File: config.mk
export PLATFORM = sky130hd
export DESIGN_NAME = cpu_mu0_multicycle
export DESIGN_NICKNAME = d
export VERILOG_FILES = /design/src/rtl/cpu_mu0_multicycle.sv
export SDC_FILE = /design/constraint.sdc
export NUM_CORES = 1
export LEC_CHECK = 0
export CORE_UTILIZATION = 54
export CTS_BUF_LIST = sky130_fd_sc_hd__clkbuf_8
export DETAILED_ROUTE_END_ITERATION = 10
export PLACE_DENSITY_LB_ADDON = 0.25
export SETUP_SLACK_MARGIN = 0.1
export SYNTH_ARGS = -nofsm -noshare
export SYNTH_HDL_FRONTEND = slang
export SYNTH_SLANG_ARGS = --single-unit
File: constraint.sdc
create_clock -name clk -period 3.8 [get_ports clk]
set_input_delay 0.76 -clock clk [delete_from_list [all_inputs] [get_ports clk]]
set_output_delay 0.76 -clock clk [all_outputs]
set_load 0.01 [all_outputs]
File: src/rtl/cpu_mu0_multicycle.sv
// MU0-style accumulator CPU: multicycle FETCH/DECODE/MEM/HALT controller driving a single
// shared instruction/data bus with a slave waitrequest stall.
module cpu_mu0_multicycle #(
  parameter int DATA_W   = 16,
  parameter int ADDR_W   = 12,
  parameter int RESET_PC = 0
) (
  input  logic              clk,
  input  logic              rst,
  output logic [ADDR_W-1:0] mem_addr,
  output logic              mem_read,
  output logic              mem_write,
  output logic [DATA_W-1:0] mem_wdata,
  input  logic [DATA_W-1:0] mem_rdata,
  input  logic              mem_waitrequest,
  output logic              running,
  output logic              err,
  output logic              out_valid,
  output logic [DATA_W-1:0] out_data,
  output logic [ADDR_W-1:0] pc
);

  localparam logic [ADDR_W-1:0] RESET_PC_V = ADDR_W'(RESET_PC);

  localparam logic [3:0] OP_LDA = 4'b0000;
  localparam logic [3:0] OP_STO = 4'b0001;
  localparam logic [3:0] OP_ADD = 4'b0010;
  localparam logic [3:0] OP_SUB = 4'b0011;
  localparam logic [3:0] OP_JMP = 4'b0100;
  localparam logic [3:0] OP_JGE = 4'b0101;
  localparam logic [3:0] OP_JNE = 4'b0110;
  localparam logic [3:0] OP_STP = 4'b0111;
  localparam logic [3:0] OP_OUT = 4'b1000;
  localparam logic [3:0] OP_LDI = 4'b1001;

  typedef enum logic [1:0] {FETCH, DECODE, MEM, HALT} state_t;

  state_t            state_reg, state_next;
  logic [ADDR_W-1:0] pc_reg, pc_next;
  logic [DATA_W-1:0] acc_reg, acc_next;
  logic [DATA_W-1:0] ir_reg, ir_next;
  logic              err_reg, err_next;
  logic              out_valid_reg, out_valid_next;
  logic [DATA_W-1:0] out_data_reg, out_data_next;

  logic [3:0]        opcode;
  logic [ADDR_W-1:0] operand;
  logic              transfer;

  assign opcode   = ir_reg[DATA_W-1:DATA_W-4];
  assign operand  = ir_reg[ADDR_W-1:0];
  assign transfer = !mem_waitrequest;

  // Bus controls depend only on state and IR so they stay frozen during a stall.
  assign mem_read  = (state_reg == FETCH) || ((state_reg == MEM) && (opcode != OP_STO));
  assign mem_write = (state_reg == MEM) && (opcode == OP_STO);
  assign mem_addr  = (state_reg == MEM) ? operand : pc_reg;
  assign mem_wdata = acc_reg;

  assign running   = (state_reg != HALT);
  assign err       = err_reg;
  assign out_valid = out_valid_reg;
  assign out_data  = out_data_reg;
  assign pc        = pc_reg;

  always_ff @(posedge clk) begin
    if (rst) begin
      state_reg     <= FETCH;
      pc_reg        <= RESET_PC_V;
      acc_reg       <= '0;
      ir_reg        <= '0;
      err_reg       <= 1'b0;
      out_valid_reg <= 1'b0;
      out_data_reg  <= '0;
    end else begin
      state_reg     <= state_next;
      pc_reg        <= pc_next;
      acc_reg       <= acc_next;
      ir_reg        <= ir_next;
      err_reg       <= err_next;
      out_valid_reg <= out_valid_next;
      out_data_reg  <= out_data_next;
    end
  end

  always_comb begin
    state_next     = state_reg;
    pc_next        = pc_reg;
    acc_next       = acc_reg;
    ir_next        = ir_reg;
    err_next       = err_reg;
    out_valid_next = 1'b0;
    out_data_next  = out_data_reg;
    unique case (state_reg)
      FETCH: begin
        if (transfer) begin
          ir_next    = mem_rdata;
          pc_next    = pc_reg + 1'b1;
          state_next = DECODE;
        end
      end
      DECODE: begin
        state_next = FETCH;
        case (opcode)
          OP_LDA, OP_STO, OP_ADD, OP_SUB: state_next = MEM;
          OP_JMP: pc_next = operand;
          OP_JGE: if (!acc_reg[DATA_W-1]) pc_next = operand;
          OP_JNE: if (acc_reg != '0) pc_next = operand;
          OP_OUT: begin
            out_valid_next = 1'b1;
            out_data_next  = acc_reg;
          end
          OP_LDI: acc_next = {{(DATA_W-ADDR_W){1'b0}}, operand};
          OP_STP: state_next = HALT;
          default: begin
            err_next   = 1'b1;
            state_next = HALT;
          end
        endcase
      end
      MEM: begin
        if (transfer) begin
          case (opcode)
            OP_LDA:  acc_next = mem_rdata;
            OP_ADD:  acc_next = acc_reg + mem_rdata;
            OP_SUB:  acc_next = acc_reg - mem_rdata;
            default: acc_next = acc_reg;
          endcase
          state_next = FETCH;
        end
      end
      HALT: state_next = HALT;
      default: state_next = FETCH;
    endcase
  end

endmodule

After elaboration in Yosys (flattened, before gate mapping)
Index checks and enable logic that the tools add are counted.
{ "totals": {"ff_bits": 64, "latch_bits": 0, "mem_bits_rw": 0, "rom_bits": 0, "inputBits": 19, "output_inout_bits": 61, "word_cells": 67, "n_memories": 0} }
{ "op_classes": {"add_sub_neg": 3, "n_mul": 0, "div_mod_pow": 0, "magnitude_cmp": 0, "n_eq_ne": 21, "n_shift": 0, "muxes": 15, "bitwise_logic": 3, "reduce_logical": 18} }
{ "ops": {"columns": ["op", "n"], "rows": [
  ["2-to-1 mux 12 bit", 4],
  ["case mux 16 bit (3 select lines)", 1],
  ["case mux 12 bit (3 select lines)", 1],
  ["2-to-1 mux 16 bit", 2],
  ["case mux 16 bit (2 select lines)", 1],
  ["case mux 12 bit (2 select lines)", 1],
  ["adder 16 bit", 1],
  ["equality test 4 x 3 -> 1 bit, second input constant", 4],
  ["nonzero test 16 bit", 1],
  ["subtractor 16 bit", 1],
  ["adder 12 x 1 -> 12 bit, second input constant", 1],
  ["OR reduction 10 bit", 1],
  ["equality test 4 x 2 -> 1 bit, second input constant", 2],
  ["equality test 4 bit, second input constant", 2],
  ["!= test 4 x 1 -> 1 bit, second input constant", 2],
  ["case mux 2 bit (4 select lines)", 1],
  ["AND reduction 2 bit", 4],
  ["!= test 2 bit, second input constant", 3],
  ["!= test 3 bit, second input constant", 2],
  ["AND reduction 5 bit", 1],
  ["OR reduction 5 bit", 1],
  ["equality test 2 bit, second input constant", 2],
  ["equality test 4 x 1 -> 1 bit, second input constant", 1],
  ["logical NOT 4 bit", 1],
  ["other kinds (14)", 19]
]} }

Logic depth before layout (Yosys ltp)
{ "logic_depth": {"depth_word": 4, "ltp_mapped": 15, "ltp_nobuf": 14} }

Worst setup path after synthesis
OpenSTA, ideal clock, no wires.
{ "synth_timing": {"kind": "input to register", "from": "input port mem_rdata[2]", "to": "register acc_reg[15] (netlist: mem_wdata[15])", "setup_ps": 132, "arrival_time_ps": 3276, "required_ps": 3668, "path_slack_ps": 391, "cell_stages": 14, "n_path_buf": 2, "cell_sequence": "clkbuf_1 nor4_4 nand2_1 o41ai_1 xor2_1 ha_1 clkbuf_1 nand2_1 o211a_1 o31a_1 o41ai_1 xnor2_1 o21ai_1 a21oi_1"} }
{ "synth_between": {"elab_chain_len": 4, "word_cells_on_any_way": 5, "classes_between": "add/sub (2); mux (3)"} }
{ "synth_rtl": {"columns": ["item", "line_no", "text"], "rows": [
  ["from (decl)", "14", "input logic [DATA_W-1:0] mem_rdata,"],
  ["subtractor 16 bit or adder 16 bit (tied branches)", "126, 125", null],
  ["case mux 16 bit (3 select lines) *", "123", "case (opcode)"],
  ["2-to-1 mux 16 bit *", "122", "if (transfer) begin"],
  ["case mux 16 bit (2 select lines) *", "94", "unique case (state_reg)"],
  ["to (signal assigned)", "78", "acc_reg <= acc_next;"],
  ["to (decl)", "40", "logic [DATA_W-1:0] acc_reg, acc_next;"]
]} }
Mark *: on every way between the ends. The rest lies on a longest branch, timed or not. The select of a mux whose other input is x is not followed.
A chain may end at the register's enable or synchronous reset.

Worst setup path after layout
{ "layout_timing": {"from": "input port mem_rdata[0]", "to": "register acc_reg[12] (netlist: mem_wdata[12])"} }
The elaborated chain is that of the path after synthesis.

==> impl.org <==
** Global routing
- The via count of the first global-routing pass is 3898.
- Largest net degree at the start of global routing :: 36
- Summed over all layers, the global routing overflow is 0.
- Antenna violations before repair :: 0
- In the global route stage, overall resource usage came out at 0.333.
- First-pass GRT wire length :: 19700 um

** Synth
- In this run, synthesis inferred 0 flip-flops with an integrated enable.
- Multiplexer share of the synthesized area :: 0.0461
- The number of nets in the synthesized netlist is 587.
- In the synthesized netlist the dominant register cell turns out to be sky130_fd_sc_hd__dfxtp_1.
- Netlist area before placement :: about 0.0041 mm^2
- Syn Area/Cell :: around 7.5 um^2
- Counting flops with an async set or reset pin after synthesis yields a share of 0.
- Of all cell types, the one taking the most synthesized area is sky130_fd_sc_hd__dfxtp_1.
- Post-synthesis share of cell area spent on and, or, nand and nor gates :: 0.252
- In this run, synthesis produced a sequential element count of 64.
- After synthesis, the largest family of logic cells by area is simple AND/OR/NAND/NOR gates.
- Xor/xnor share of the synthesized area :: 0.0612
- Netlist cell types :: 55
- The share of synthesized area in the top cell type comes to 0.310.
- After technology mapping, the gate count stands at 550.
- Of the total synthesized cell area, the portion taken by full adders, half adders and majority gates is 0.0564.
- For this run, the number of Yosys warnings is 0.
- Compound-gate portion of the synthesized area :: 0.224
- The share of the Yosys chip area taken by registers is 0.310.
- Top post-synthesis cells by area :: sky130_fd_sc_hd__dfxtp_1, sky130_fd_sc_hd__nand2_1, sky130_fd_sc_hd__a21oi_1

** Clock network
- Hold-fix buffers at CTS :: 0
- In this run the number of H-tree levels came out at 3.
- Setup Buffers After CTS :: 0
- CTS max path bufs :: 2
- CTS sink cnt :: 64
- Clock root buffer :: sky130_fd_sc_hd__clkbuf_8
- TritonCTS created 9 clock buffers.
- Clock transition time at the flip-flop clock pins of the worst setup and hold paths :: 80 ps
- Insertion delay to the later sink of the worst-skew pair :: 350 ps
- TritonCTS clock tree :: yes
- After clock tree synthesis, the repair step resized 0 gates.

** Detailed routing
- Total wire length after detailed routing :: 12900 um
- Post-detailed-route wirelength per cell :: 17.1 um
- Dividing the detail-routed via count by the number of cells gives 5.95.
- In this run, the number of DRC markers left after iteration 0 of detailed routing was 246.
- Post-DRT Antenna Nets :: 0
- Total number of vias :: 4483
- For this run, the detailed router's first-pass iteration total came to 5.
- For this run, design rule violations remaining after detail routing come to 0.

** Layout
- Relative to the synthesized area, the layout overhead comes to 32.2%.
- In the final layout, flip-flops and latches occupy ~0.0013 mm^2.
- Area of combinational cells with multiple inputs :: 0.00265 mm^2
- Final Util :: 0.745
- In the final layout, the share of cells above drive strength 1 is 0.116.
- At the end of the flow, the number of nets in the layout was 687.
- The repair_antennas step left the layout with diodes totalling 0.
- Number of fillers in the final layout :: between 500 and 600

** Timing
- Part of the cycle the worst path needs :: 0.910
- The number of endpoints with negative hold slack in the final report was 0.
- For the final routed database, the setup TNS stands at 0 ps.
- In this run the tightest slew margin relative to its limit is 0.504.
- Setup violations remaining at the end of the flow were counted as 0.
- Fin crit period :: around 3500 ps
- Setup repair after global routing left no endpoint under its margin.
- For the final database, setup skew stands at between 10 and 15 ps.
- The number of max-slew violations in the final report came to 0.
- At the pin with the least slew margin, the transition time is 742 ps.
- Maximum frequency from static timing analysis :: 0.289 GHz
- Setup slack closes at roughly 340 ps.

** Pwr
- Power spread over the standard cell area amounts to approximately 330 mW/mm^2.
- Across the VDD grid, the largest voltage drop is 0.280 mV.
- For this design the static power due to leakage is 2.28 nW.

** Setup path
- CP Data Arrival Time :: between 3000 and 4000 ps
- Cell at the slowest stage of the critical path :: sky130_fd_sc_hd__clkdlybuf4s50_1
- Origin of the worst setup path :: mem_rdata[0]
- Cell family contributing the most delay on the critical path :: compound AO/OA/AOI/OAI gates
- Crit path required time :: just over 4000 ps
- Traced cell by cell, the critical path runs through clkdlybuf4s50_1, inv_1, ha_1, mux2i_1, fa_1, a21o_1, a31o_2, a21oi_2, o21ai_1, a221oi_1, xor2_1, a221oi_1.
- Largest fanout of any net on the critical path :: 4
- Setup crit end kind :: flip-flop
- Largest stage delay on the critical path :: 500 ps
- Buffer and inverter count on the worst path :: 2
- Worst setup SP type :: input port
- CP most frequent cell :: sky130_fd_sc_hd__a221oi_1
- The worst setup path is of the input port to flip-flop kind.
- Startpoint of the worst register-to-register path :: ir_reg[15]

** Floorplan
- In this run the horizontal extent of the chip is 89.4 um.
- Starting Density :: 0.563
- For this design the top-level I/O count stands at 80.
- The die covers 0.00800 mm^2.
- The die is slightly below 90 um tall.
- Total number of placement rows :: 31
- Placeable Area :: between 0.007 and 0.008 mm^2

** Place
- The wire-length estimate of the detail-placed layout is about 9600 um.
- Worst setup slack after placement :: -18.7 ps
- Routability-driven placement finished with a final weighted congestion of 0.963.
- In this run the tool buffered the top-level ports with about 80 buffer cells.

** Outcome
- Result of the run :: finished, final reports clean

** Flow run
- Number of violations of the max-capacitance limit :: 0

** Hold path
- Worst hold-check path type :: flip-flop to flip-flop
- The worst hold path begins at out_data[0].
==> layout by cell type (no fill, tap or decap), types with 5 or more instances in the layout <==
cell type	netlist	routed
sky130_fd_sc_hd__nor3_1	8	8
sky130_fd_sc_hd__buf_4	0	47
sky130_fd_sc_hd__o211ai_1	10	10
sky130_fd_sc_hd__nand3_1	11	11
sky130_fd_sc_hd__xnor2_1	12	12
sky130_fd_sc_hd__mux2i_1	19	19
sky130_fd_sc_hd__nor2b_1	6	6
sky130_fd_sc_hd__xor2_1	15	15
sky130_fd_sc_hd__ha_1	17	17
sky130_fd_sc_hd__a22oi_1	10	10
sky130_fd_sc_hd__and3_1	7	7
sky130_fd_sc_hd__clkdlybuf4s50_1	0	78
sky130_fd_sc_hd__clkbuf_8	0	10
sky130_fd_sc_hd__nor2_1	55	55
sky130_fd_sc_hd__a21oi_1	46	46
sky130_fd_sc_hd__o21ai_0	30	30
sky130_fd_sc_hd__nand2_1	114	114
sky130_fd_sc_hd__inv_1	9	9
sky130_fd_sc_hd__a31oi_1	5	5
sky130_fd_sc_hd__a211oi_1	7	7
sky130_fd_sc_hd__dfxtp_1	64	64
sky130_fd_sc_hd__nor4_1	8	8
==> synthesized netlist by cell type (all sizes together) (2+ instances only) <==
master  count
nand3b      2
buf        14
nand4b      2
nor2b       6
nand2b      4
a22oi      10
a21o        4
clkbuf     23
a22o        4
a21oi      47
o311ai      2
nor4        9
o31a        2
or3         3
mux2i      19
a211oi      7
dfxtp      64
nand4       2
xnor2      13
ha         17
o21a        2
inv         9
o41ai       4
nand2     114
o211ai     10
a41oi       2
o21ai      33
xor2       15
and3        7
o31ai       4
nor3        9
a31oi       5
a221oi      4
nor2       56
nand3      11
==> routing by layer <==
metal	track usage	share of wire
met1	0.432	0.43
met2	0.551	0.48
met3	0.0360	0.056
met4	0.166	0.033
met5	0	0
==> worst paths after layout <==
check / to / slack, ps / cells after the start
hold reg to reg: out_data[0] / 490 / 2
hold / removal: out_data[0] / 490 / 2
setup / recovery: mem_wdata[12] / 340 / 12
setup reg to reg: mem_wdata[12] / 430 / 11
==> final cells by class <==
class                      count  share of cell area
sequential                    64               0.235
clock inverter                 6              0.0165
timing repair buffer         126               0.209
clock buffer                  10              0.0252
multi-input combinational    440               0.486
inverter                       9             0.00619
tap                           99              0.0227
==> stage by stage <==
stage / cells / instance area, um^2 / power, W / hold slack (ps)
floorplan: 550 / 4130 / 0.000947 / 458
global placement: 738 / 5220 / 0.00109 / 464
detailed placement: 738 / 5220 / 0.00110 / 484
CTS: 754 / 5450 / 0.00178 / 500
global route: 754 / 5460 / 0.00184 / 526
finish: 754 / 5460 / 0.00178 / 491
==> cell families after synthesis <==
| logic type | after synthesis |
|---|---|
| compound gates | 146 |
| xor+xnor | 28 |
| fa+ha+maj | 18 |
| buf+inv | 46 |
| flops | 64 |
| mux | 19 |
| simple gates | 229 |
==> where the power goes <==
part	total [W]	switching [W]	internal, W
clock	0.000692	0.000302	0.000390
combinational	0.000361	0.000205	0.000156
sequential	0.000728	0.0000350	0.000693
==> worst reg2reg max path, stage by stage (launching register included) <==
cell	delay, ps
sky130_fd_sc_hd__dfxtp_1	400
sky130_fd_sc_hd__nor2_1	350
sky130_fd_sc_hd__nand3_1	310
sky130_fd_sc_hd__mux2i_1	240
sky130_fd_sc_hd__fa_1	440
sky130_fd_sc_hd__a21o_1	190
sky130_fd_sc_hd__a31o_2	260
sky130_fd_sc_hd__a21oi_2	240
sky130_fd_sc_hd__o21ai_1	150
sky130_fd_sc_hd__a221oi_1	350
sky130_fd_sc_hd__xor2_1	120
sky130_fd_sc_hd__a221oi_1	230
Note: power is estimated with default switching activity, not from simulation.
